[src/rtl/pipe_stall_ctrl_pkg.sv]
// ============================================================================
// pipe_stall_ctrl_pkg : stall encodings and FSM state types for pipe_stall_ctrl
// Revision: 1.0
// ============================================================================
`default_nettype none

package pipe_stall_ctrl_pkg;

    localparam logic RST_ENABLE = 1'b1;
    localparam logic STOP       = 1'b1;
    localparam logic NO_STOP    = 1'b0;

    // stall[0]=pc ... stall[5]=wb; wb is never frozen
    localparam logic [5:0] STALL_NONE = {6{NO_STOP}};
    localparam logic [5:0] STALL_ID   = {{3{NO_STOP}}, {3{STOP}}};
    localparam logic [5:0] STALL_EX   = {{2{NO_STOP}}, {4{STOP}}};
    localparam logic [5:0] STALL_MEM  = {NO_STOP, {5{STOP}}};

    typedef enum logic [1:0] {
        D_IDLE = 2'd0,
        D_RUN  = 2'd1,
        D_DONE = 2'd2
    } div_state_t;

    typedef enum logic [1:0] {
        M_IDLE = 2'd0,
        M_WAIT = 2'd1,
        M_ACK  = 2'd2
    } mem_state_t;

endpackage

`default_nettype wire

[src/rtl/pipe_stall_ctrl_div_seq.sv]
// ============================================================================
// div_seq : multi-cycle EX divide sequencer (IDLE -> RUN -> DONE)
// Revision: 1.0
// ============================================================================
`default_nettype none

module div_seq
    import pipe_stall_ctrl_pkg::*;
#(
    parameter int DIV_CYCLES = 32
)(
    input  logic clk,
    input  logic rst,
    input  logic start,
    input  logic flush,
    input  logic hold,
    output logic busy,
    output logic done,
    output logic ex_stall
);

    // RUN lasts DIV_CYCLES-1 cycles so done is first high DIV_CYCLES after start
    localparam int CW = (DIV_CYCLES > 2) ? $clog2(DIV_CYCLES - 1) : 1;
    localparam logic [CW-1:0] C_CNT_LOAD = CW'(DIV_CYCLES - 2);

    div_state_t      r_state;
    div_state_t      w_state_nxt;
    logic [CW-1:0]   r_cnt;
    logic [CW-1:0]   w_cnt_nxt;

    always_ff @(posedge clk) begin
        if (rst) begin
            r_state <= D_IDLE;
            r_cnt   <= '0;
        end else begin
            r_state <= w_state_nxt;
            r_cnt   <= w_cnt_nxt;
        end
    end

    always_comb begin
        w_state_nxt = r_state;
        w_cnt_nxt   = r_cnt;
        case (r_state)
            D_IDLE: begin
                if (start && !flush) begin
                    w_state_nxt = D_RUN;
                    w_cnt_nxt   = C_CNT_LOAD;
                end
            end
            D_RUN: begin
                if (flush)
                    w_state_nxt = D_IDLE;
                else if (r_cnt == '0)
                    w_state_nxt = D_DONE;
                else
                    w_cnt_nxt = r_cnt - CW'(1);
            end
            D_DONE: begin
                // leave only as the divide instruction leaves EX
                if (flush || !hold)
                    w_state_nxt = D_IDLE;
            end
            default: w_state_nxt = D_IDLE;
        endcase
    end

    assign busy     = (r_state == D_RUN);
    assign ex_stall = (r_state == D_RUN);
    assign done     = (r_state == D_DONE);

endmodule

`default_nettype wire

[src/rtl/pipe_stall_ctrl.sv]
// ============================================================================
// pipe_stall_ctrl : central stall sequencer for the 6-stage pipeline
// Optional per-source cycle counters: define STALL_PERF_CNT_EN
// Revision: 1.0
// ============================================================================
`default_nettype none

module pipe_stall_ctrl
    import pipe_stall_ctrl_pkg::*;
#(
    parameter int DIV_CYCLES  = 32,
    parameter int MEM_TIMEOUT = 255
)(
    input  logic        clk,
    input  logic        resetn,
    input  logic        id_stallreq,
    input  logic        ex_div_start,
    input  logic        ex_flush,
    input  logic        mem_req,
    input  logic        bus_ack,
    output logic [5:0]  stall,
    output logic        div_busy,
    output logic        div_done,
    output logic        bus_req,
    output logic        mem_timeout_err,
    output logic [31:0] perf_id_cyc,
    output logic [31:0] perf_ex_cyc,
    output logic [31:0] perf_mem_cyc
);

    localparam int TW = (MEM_TIMEOUT > 1) ? $clog2(MEM_TIMEOUT) : 1;
    localparam logic [TW-1:0] C_TLAST = TW'(MEM_TIMEOUT - 1);

    logic          w_rst;
    logic          w_ex_stall;
    logic          w_mem_stall;
    mem_state_t    r_mstate;
    mem_state_t    w_mstate_nxt;
    logic [TW-1:0] r_tcnt;
    logic [TW-1:0] w_tcnt_nxt;
    logic          w_err_set;
    logic          r_timeout_err;

    assign w_rst = (resetn == RST_ENABLE);

    div_seq #(
        .DIV_CYCLES (DIV_CYCLES)
    ) u_div_seq (
        .clk      (clk),
        .rst      (w_rst),
        .start    (ex_div_start),
        .flush    (ex_flush),
        .hold     (stall[3]),
        .busy     (div_busy),
        .done     (div_done),
        .ex_stall (w_ex_stall)
    );

    always_ff @(posedge clk) begin
        if (w_rst) begin
            r_mstate      <= M_IDLE;
            r_tcnt        <= '0;
            r_timeout_err <= 1'b0;
        end else begin
            r_mstate <= w_mstate_nxt;
            r_tcnt   <= w_tcnt_nxt;
            if (w_err_set)
                r_timeout_err <= 1'b1;
        end
    end

    always_comb begin
        w_mstate_nxt = r_mstate;
        w_tcnt_nxt   = r_tcnt;
        w_err_set    = 1'b0;
        case (r_mstate)
            M_IDLE: begin
                if (mem_req) begin
                    w_mstate_nxt = M_WAIT;
                    w_tcnt_nxt   = '0;
                end
            end
            M_WAIT: begin
                // an ack on the final wait cycle takes precedence over the timeout
                if (bus_ack) begin
                    w_mstate_nxt = M_ACK;
                end else if (r_tcnt == C_TLAST) begin
                    w_mstate_nxt = M_ACK;
                    w_err_set    = 1'b1;
                end else begin
                    w_tcnt_nxt = r_tcnt + TW'(1);
                end
            end
            M_ACK:   w_mstate_nxt = M_IDLE;
            default: w_mstate_nxt = M_IDLE;
        endcase
    end

    assign w_mem_stall     = (r_mstate == M_WAIT);
    assign bus_req         = (r_mstate == M_WAIT);
    assign mem_timeout_err = r_timeout_err;

    always_comb begin
        stall = STALL_NONE;
        if (w_mem_stall)
            stall = STALL_MEM;
        else if (w_ex_stall)
            stall = STALL_EX;
        else if (id_stallreq)
            stall = STALL_ID;
    end

`ifdef STALL_PERF_CNT_EN
    logic        w_win_id;
    logic        w_win_ex;
    logic [31:0] r_perf_id;
    logic [31:0] r_perf_ex;
    logic [31:0] r_perf_mem;

    assign w_win_ex = !w_mem_stall && w_ex_stall;
    assign w_win_id = !w_mem_stall && !w_ex_stall && id_stallreq;

    always_ff @(posedge clk) begin
        if (w_rst) begin
            r_perf_id  <= '0;
            r_perf_ex  <= '0;
            r_perf_mem <= '0;
        end else begin
            if (w_win_id && (r_perf_id != '1))
                r_perf_id <= r_perf_id + 32'd1;
            if (w_win_ex && (r_perf_ex != '1))
                r_perf_ex <= r_perf_ex + 32'd1;
            if (w_mem_stall && (r_perf_mem != '1))
                r_perf_mem <= r_perf_mem + 32'd1;
        end
    end

    assign perf_id_cyc  = r_perf_id;
    assign perf_ex_cyc  = r_perf_ex;
    assign perf_mem_cyc = r_perf_mem;
`else
    assign perf_id_cyc  = 32'd0;
    assign perf_ex_cyc  = 32'd0;
    assign perf_mem_cyc = 32'd0;
`endif

endmodule

`default_nettype wire

[config.mk]
export PLATFORM = sky130hd
export DESIGN_NAME = pipe_stall_ctrl
export DESIGN_NICKNAME = d
export VERILOG_FILES = /design/src/rtl/pipe_stall_ctrl_pkg.sv /design/src/rtl/pipe_stall_ctrl_div_seq.sv /design/src/rtl/pipe_stall_ctrl.sv
export SDC_FILE = /design/constraint.sdc
export NUM_CORES = 1
export LEC_CHECK = 0
export ABC_CLOCK_PERIOD_IN_PS = 1600
export BUFFER_PORTS_ARGS = -buffer_cell sky130_fd_sc_hd__buf_2
export CAP_MARGIN = 20
export CORE_AREA = 4 4 82 84
export DETAILED_ROUTE_END_ITERATION = 6
export DIE_AREA = 0 0 86 88
export GPL_ROUTABILITY_DRIVEN = 0
export GPL_TIMING_DRIVEN = 0
export PLACE_DENSITY = 0.71
export SYNTH_ARGS = -nofsm -noshare
export SYNTH_HDL_FRONTEND = slang
export SYNTH_HIERARCHICAL = 1
export SYNTH_SLANG_ARGS = --single-unit
export TNS_END_PERCENT = 5
[constraint.sdc]
create_clock -name clk -period 1.6 [get_ports clk]
set_input_delay 0.16 -clock clk [delete_from_list [all_inputs] [get_ports clk]]
set_output_delay 0.16 -clock clk [all_outputs]
set_load 0.005 [all_outputs]
==> flow_summary.yaml, run 1 <==
clock_network:
  clk_latency_ns: 0.26
  cts_sinks: 18
  clk_pin_slew_ns: 0.07
  h-tree-depth: 1
  cts_root_buffer: "clkbuf_8"
  hold_buffers: 0
  cts.path.max_buffers: 2
  cts_buffers: 3
  cts_tree: "yes"
job:
  maxCapViolCount: 0
worst_setup_path:
  crit_top_cell: "buf_6"
  reg2regPathDepth: 5
  crit_start: "r_mstate[1]$_SDFFE_PP0P_"
  critPathKind: "reg -> out"
  crit_cells: 5
  arrival_ns: 1.45
  crit_required_ns: 1.44
  reg2reg_to: "u_div_seq/r_cnt[3]$_SDFFE_PP0P_"
  crit_buf_inv: 3
  crit_chain: "nand2b_4 -> inv_4 -> or3_4 -> buf_6 -> buf_6"
  crit_end: "stall[2]"
  rrSetupSlack_ns: 0.02
  r2r_start: "u_div_seq/r_cnt[0]$_SDFFE_PP0P_"
  crit_path_end_kind: "output pin"
  critPathLaunchType: "register"
  cp_max_fo: 8
  max_stage_delay_ns: 0.40
  cp_slowest_cell: "dfxtp_4"
  path_delay_family: "simple AND/OR/NAND/NOR gates"
timing:
  fin_hold_ws_ns: 0.171
  relSlewSlack_pct: 64.6
  rsz0062_at_grt: "yes"
  finalCriticalPeriod_ns: 1.61
  fin_ws_ns: -0.00672
  post-route-period-util_pct: 100
  slew_violations: 0
  setup_tns_ns: -0.0120
  hold_violations: 0
  setup_violations: 2
  fmax_mhz: 622
  worst_pin_slew_ns: 0.529
  worst_clock_skew_ns: 0.00536
floorplan:
  start_util_pct: 29.3
  dieArea_um2: 7570
  ios: 113
  coreArea_um2: 5920
  dieWidth_um: 86
  fp.dieH_um: 88
  rows: 28
cells_and_area:
  design_area_um2: 2450
  final_core_util_pct: 41.5
  area_growth_pct: 41.7
  num_antenna_cells: 0
  final_cell_mix: "buf_4, conb_1, buf_2, nor2_1, dfxtp_1"
  layout.nets: 344
  final_common_cell: "buf_4"
  finalNonFillerCells: 408
  drive_gt1_share_pct: 44.7
routing:
  ant_nets: 0
  first_iter_violations: 40
  firstDrtPassIters: 4
  wl_met1_mm: 1.42
  wirelength_mm: 3.55
  num_vias: 1416
  wl_met2_mm: 1.79
  via_per_inst: 3.47
  top_layer: "met3"
  drc: 0
  wl_per_cell_um: 8.71
  wl_met3_um: 344
outcome:
  failed_checks: "negative setup slack"
  status: "finished with violations"
place:
  place_hpwl_mm: 2.75
  pre_cts_slack_ns: -0.121
  postPlaceCellArea_um2: 2260
  dpl.cell_count: 401
  port_buffers: 15
grt:
  grt_pass1_wl_mm: 5.35
  grt_pass1_vias: 1179
  grt_usage_pct: 8.46
  grt_max_degree: 16
  antenna_found_initial: 0
  grt_overflow: 0
power:
  p_leak_nw: 1.34
  ir_drop_mv: 0.374
  cellPowerDensity_nw_per_um2: 534
  finalPower_mw: 1.31
min_path:
  holdCritPathClass: "in -> reg"
synthesis:
  synth_edf_count: 0
  ys_ff_latch: 18
  synth_cells: 215
  ys_seq_area_share_pct: 20.8
  synth_flop_cell: "dfxtp_1"
  syn_avg_cell_area_um2: 8.06
  async_flop_share_pct: 0
  synth.cell_area_um2: 1730
  yosysWarnings: 6
  synth_cell_types: 40
[Yosys cell counts, types with 2 or more instances]
library cell  count  area, um^2
nand2_1           5        18.8
a311oi_1          4        35.0
a2111oi_0         2        17.5
o21ai_0           2        10.0
nor2_1           13        48.8
nand4_1           4        25.0
a21oi_1           5        25.0
nand2b_1          4        25.0
inv_1             8        30.0
o31ai_1           2        15.0
nor4_1            2        12.5
nand3_1           4        20.0
or4b_2            2        20.0
and3_1            2        12.5
or3_1             3        18.8
nor3_1            8        40.0
nor3b_1           3        22.5
dfxtp_1          18         360
buf_4           101         758
ha_1              3        37.5
[routing by layer]
layer	global-route usage, %	vias up
met2	14.1	65
li1	-	775
met4	0.863	0
met1	10.7	576
met5	0	-
met3	3.39	0
[cells by family (layout without fill, tap and decap cells)]
group	Yosys count	in the layout	share of synthesized area (%)
other	1	97	0.216
buffers and inverters	111	133	46.4
and+or+nand+nor	55	55	18.1
adders and majority gates	3	3	2.17
DFF	18	18	20.8
AOI/OAI and AO/OA	26	26	11.8
muxes	1	1	0.578
[power by group]
part / internal (mW) / switching (mW) / total, mW
combinational: 0.256 / 0.190 / 0.446
sequential: 0.464 / 0.0236 / 0.488
clock: 0.219 / 0.157 / 0.376
[registers in the layout, indices dropped and copies added (netlist names)]
| register | flops |
|---|---|
| u_div_seq/r_cnt | 5 |
| u_div_seq/r_state | 2 |
| r_tcnt | 8 |
| mem_timeout_err | 1 |
| r_mstate | 2 |
[repair_timing]
item,CTS,global route
buffers inserted,1,3
pin swaps,1,5
endpoints found under the setup margin,12,16
resized for setup,18,17
[how the worst min path moves through the flow]
stage | end | slack [ns] | startpoint | depth (start not counted)
after global placement | u_div_seq/r_state[1]$_SDFFE_PP0P_ | 0.43 | ex_flush | 2
after CTS | u_div_seq/r_state[1]$_SDFFE_PP0P_ | 0.15 | ex_flush | 2
after detailed placement | u_div_seq/r_state[1]$_SDFFE_PP0P_ | 0.43 | ex_flush | 2
after floorplan | u_div_seq/r_cnt[3]$_SDFFE_PP0P_ | 0.23 | resetn | 1
final | u_div_seq/r_state[1]$_SDFFE_PP0P_ | 0.17 | ex_flush | 2
after global routing | u_div_seq/r_state[1]$_SDFFE_PP0P_ | 0.17 | ex_flush | 2
[cell type report]
class,instances,area [um^2]
Multi-Input combinational cell,182,1010
Buffer,102,773
Clock buffer,4,55.1
Timing Repair Buffer,19,118
Fill cell,603,3470
Inverter,8,35.0
Tap cell,75,93.8
Sequential cell,18,373
(Power assumes the default switching activity.)
==> run 2: changes to the inputs <==
--- a/config.mk
+++ b/config.mk
@@ -8,9 +8,9 @@
 export ABC_CLOCK_PERIOD_IN_PS = 1600
 export BUFFER_PORTS_ARGS = -buffer_cell sky130_fd_sc_hd__buf_2
 export CAP_MARGIN = 20
-export CORE_AREA = 4 4 82 84
+export CORE_AREA = 4 4 59 115
 export DETAILED_ROUTE_END_ITERATION = 6
-export DIE_AREA = 0 0 86 88
+export DIE_AREA = 0 0 63 119
 export GPL_ROUTABILITY_DRIVEN = 0
 export GPL_TIMING_DRIVEN = 0
 export PLACE_DENSITY = 0.71
==> flow_summary.yaml, run 2 (synthesis gave the netlist of run 1 again) <==
place:
  dpl.cell_count: 389
  port_buffers: 15
  place_hpwl_mm: 3.15
  postPlaceCellArea_um2: 2250
floorplan:
  dieWidth_um: 63
  coreArea_um2: 5960
  ios: 113
  dieArea_um2: 7500
  fp.dieH_um: 119
  start_util_pct: 29.1
  rows: 40
timing:
  finalCriticalPeriod_ns: 1.61
  setup_violations: 2
  fin_ws_ns: -0.00829
  fin_hold_ws_ns: 0.183
  hold_violations: 0
  post-route-period-util_pct: 101
  worst_clock_skew_ns: 0.00121
  fmax_mhz: 622
  rsz0062_at_grt: "yes"
  slew_violations: 0
worst_setup_path:
  cp_max_fo: 10
  rrSetupSlack_ns: 0.01
  reg2regPathDepth: 5
  crit_required_ns: 1.44
  crit_start: "r_mstate[0]$_SDFFE_PP0P_"
  critPathKind: "reg -> out"
  crit_buf_inv: 4
  cp_slowest_cell: "or3_4"
  critPathLaunchType: "register"
  crit_chain: "buf_6 -> nand2b_4 -> inv_2 -> or3_4 -> buf_6 -> buf_6"
  crit_top_cell: "buf_6"
  arrival_ns: 1.45
  max_stage_delay_ns: 0.34
  crit_end: "stall[1]"
  reg2reg_to: "u_div_seq/r_cnt[3]$_SDFFE_PP0P_"
  crit_path_end_kind: "output pin"
  crit_cells: 6
  path_delay_family: "simple AND/OR/NAND/NOR gates"
  r2r_start: "u_div_seq/r_cnt[1]$_SDFFE_PP0P_"
cells_and_area:
  seqCellArea_um2: 374
  area_growth_pct: 42.4
  drive_gt1_share_pct: 45.0
  design_area_um2: 2470
  multi_input_area_um2: 1000
  num_antenna_cells: 0
  layout.nets: 344
  n_fill_cell: 633
  finalNonFillerCells: 396
  final_cell_mix: "buf_4, conb_1, buf_2, nor2_1, dfxtp_1"
  largestRegisters: "r_tcnt: 8 flops, u_div_seq/r_cnt: 5 flops"
  largest-register: "r_tcnt"
  largest_reg_flops: 8
  final_common_cell: "buf_4"
routing:
  ant_nets: 0
  firstDrtPassIters: 4
  via_per_inst: 3.90
  wirelength_mm: 3.81
  wl_per_cell_um: 9.61
  drc: 0
  num_vias: 1543
  first_iter_violations: 51
power:
  ir_drop_mv: 0.271
  cellPowerDensity_nw_per_um2: 604
  p_comb_share_pct: 29.9
  switchingPower_mw: 0.390
  clockPowerShare_pct: 37.2
  internal-power_mw: 1.10
  power.share.sequential_pct: 33.0
  finalPower_mw: 1.49
  swShare_pct: 26.2
  p_leak_nw: 1.36
clock_network:
  clk_latency_ns: 0.25
  cts_sinks: 18
  cts_buffers: 3
  h-tree-depth: 1
  clk_pin_slew_ns: 0.05
  cts_root_buffer: "clkbuf_16"
  cts.path.max_buffers: 2
  cts_tree: "yes"
grt:
  grt_max_degree: 16
  antenna_found_initial: 0
  grt_pass1_vias: 1390
  grt_overflow: 0
  grt_pass1_wl_mm: 5.76
  grt_usage_pct: 9.14
outcome:
  failed_checks: "negative setup slack"
  status: "finished with violations"
job:
  maxCapViolCount: 0
min_path:
  holdCritPathClass: "in -> reg"
-- run 2: cell counts in the layout (fill, tap and decap cells not counted) --
Identical to the previous run, type by type.
-- run 2: per-layer routing --
metal / routed length [um] / track usage (%) / vias up
li1: - / - / 774
met1: 1230 / 8.18 / 653
met2: 2030 / 17.5 / 105
met3: 445 / 2.83 / 11
met4: 96 / 4.84 / 0
met5: 0 / 0 / -
-- run 2: final cells by class --
type                            count  share of cell area [%]
Buffer                            102                    31.3
Clock buffer                        4                    3.60
Inverter                            8                    1.32
Multi-Input combinational cell    182                    40.6
Sequential cell                    18                    15.2
Tap cell                           63                    3.19
Timing Repair Buffer               19                    4.77
-- run 2: power by group through the flow --
| stage | sequential, mW | clock (mW) | combinational (mW) |
|---|---|---|---|
| floorplan | 0.490 | 0 | 0.333 |
| global placement | 0.496 | 0 | 0.385 |
| detailed placement | 0.496 | 0 | 0.387 |
| CTS | 0.486 | 0.570 | 0.394 |
| global route | 0.494 | 0.589 | 0.497 |
| finish | 0.491 | 0.553 | 0.445 |
-- run 2: worst register-to-register path, stage by stage, from the launching register on --
cell       delay (ns)
dfxtp_2          0.32
inv_1            0.07
ha_4             0.18
nor4b_4          0.14
a2111o_1         0.48
a2111oi_2        0.30
-- run 2: stage by stage --
step	TNS [ns]	util, %	setup slack [ns]
6_report	-0.0165	41.4	-0.00829
5_1_grt	-0.204	41.4	-0.0621
4_1_cts	-0.561	39.8	-0.129
3_5_place_dp	-1.19	37.7	-0.137
3_3_place_gp	-0.984	37.7	-0.127
2_1_floorplan	0	-	0.00784
-- run 2: repair_timing --
action                                 4_1_cts  5_1_grt
setup endpoints to repair                   13       16
setup buffers                                0        4
endpoints found under the hold margin        0        0
gates resized for setup                     10       23
hold buffers                                 0        0
pin swaps                                    1        4
-- run 2: worst min-delay path by stage --
stage | start | end | slack, ns | depth (start not counted)
2_1_floorplan | resetn | u_div_seq/r_cnt[3]$_SDFFE_PP0P_ | 0.23 | 1
3_3_place_gp | ex_flush | u_div_seq/r_state[1]$_SDFFE_PP0P_ | 0.43 | 2
3_5_place_dp | ex_flush | u_div_seq/r_state[1]$_SDFFE_PP0P_ | 0.44 | 2
4_1_cts | ex_flush | u_div_seq/r_state[1]$_SDFFE_PP0P_ | 0.16 | 2
5_1_grt | ex_flush | u_div_seq/r_state[1]$_SDFFE_PP0P_ | 0.19 | 2
6_report | ex_flush | u_div_seq/r_state[1]$_SDFFE_PP0P_ | 0.18 | 2
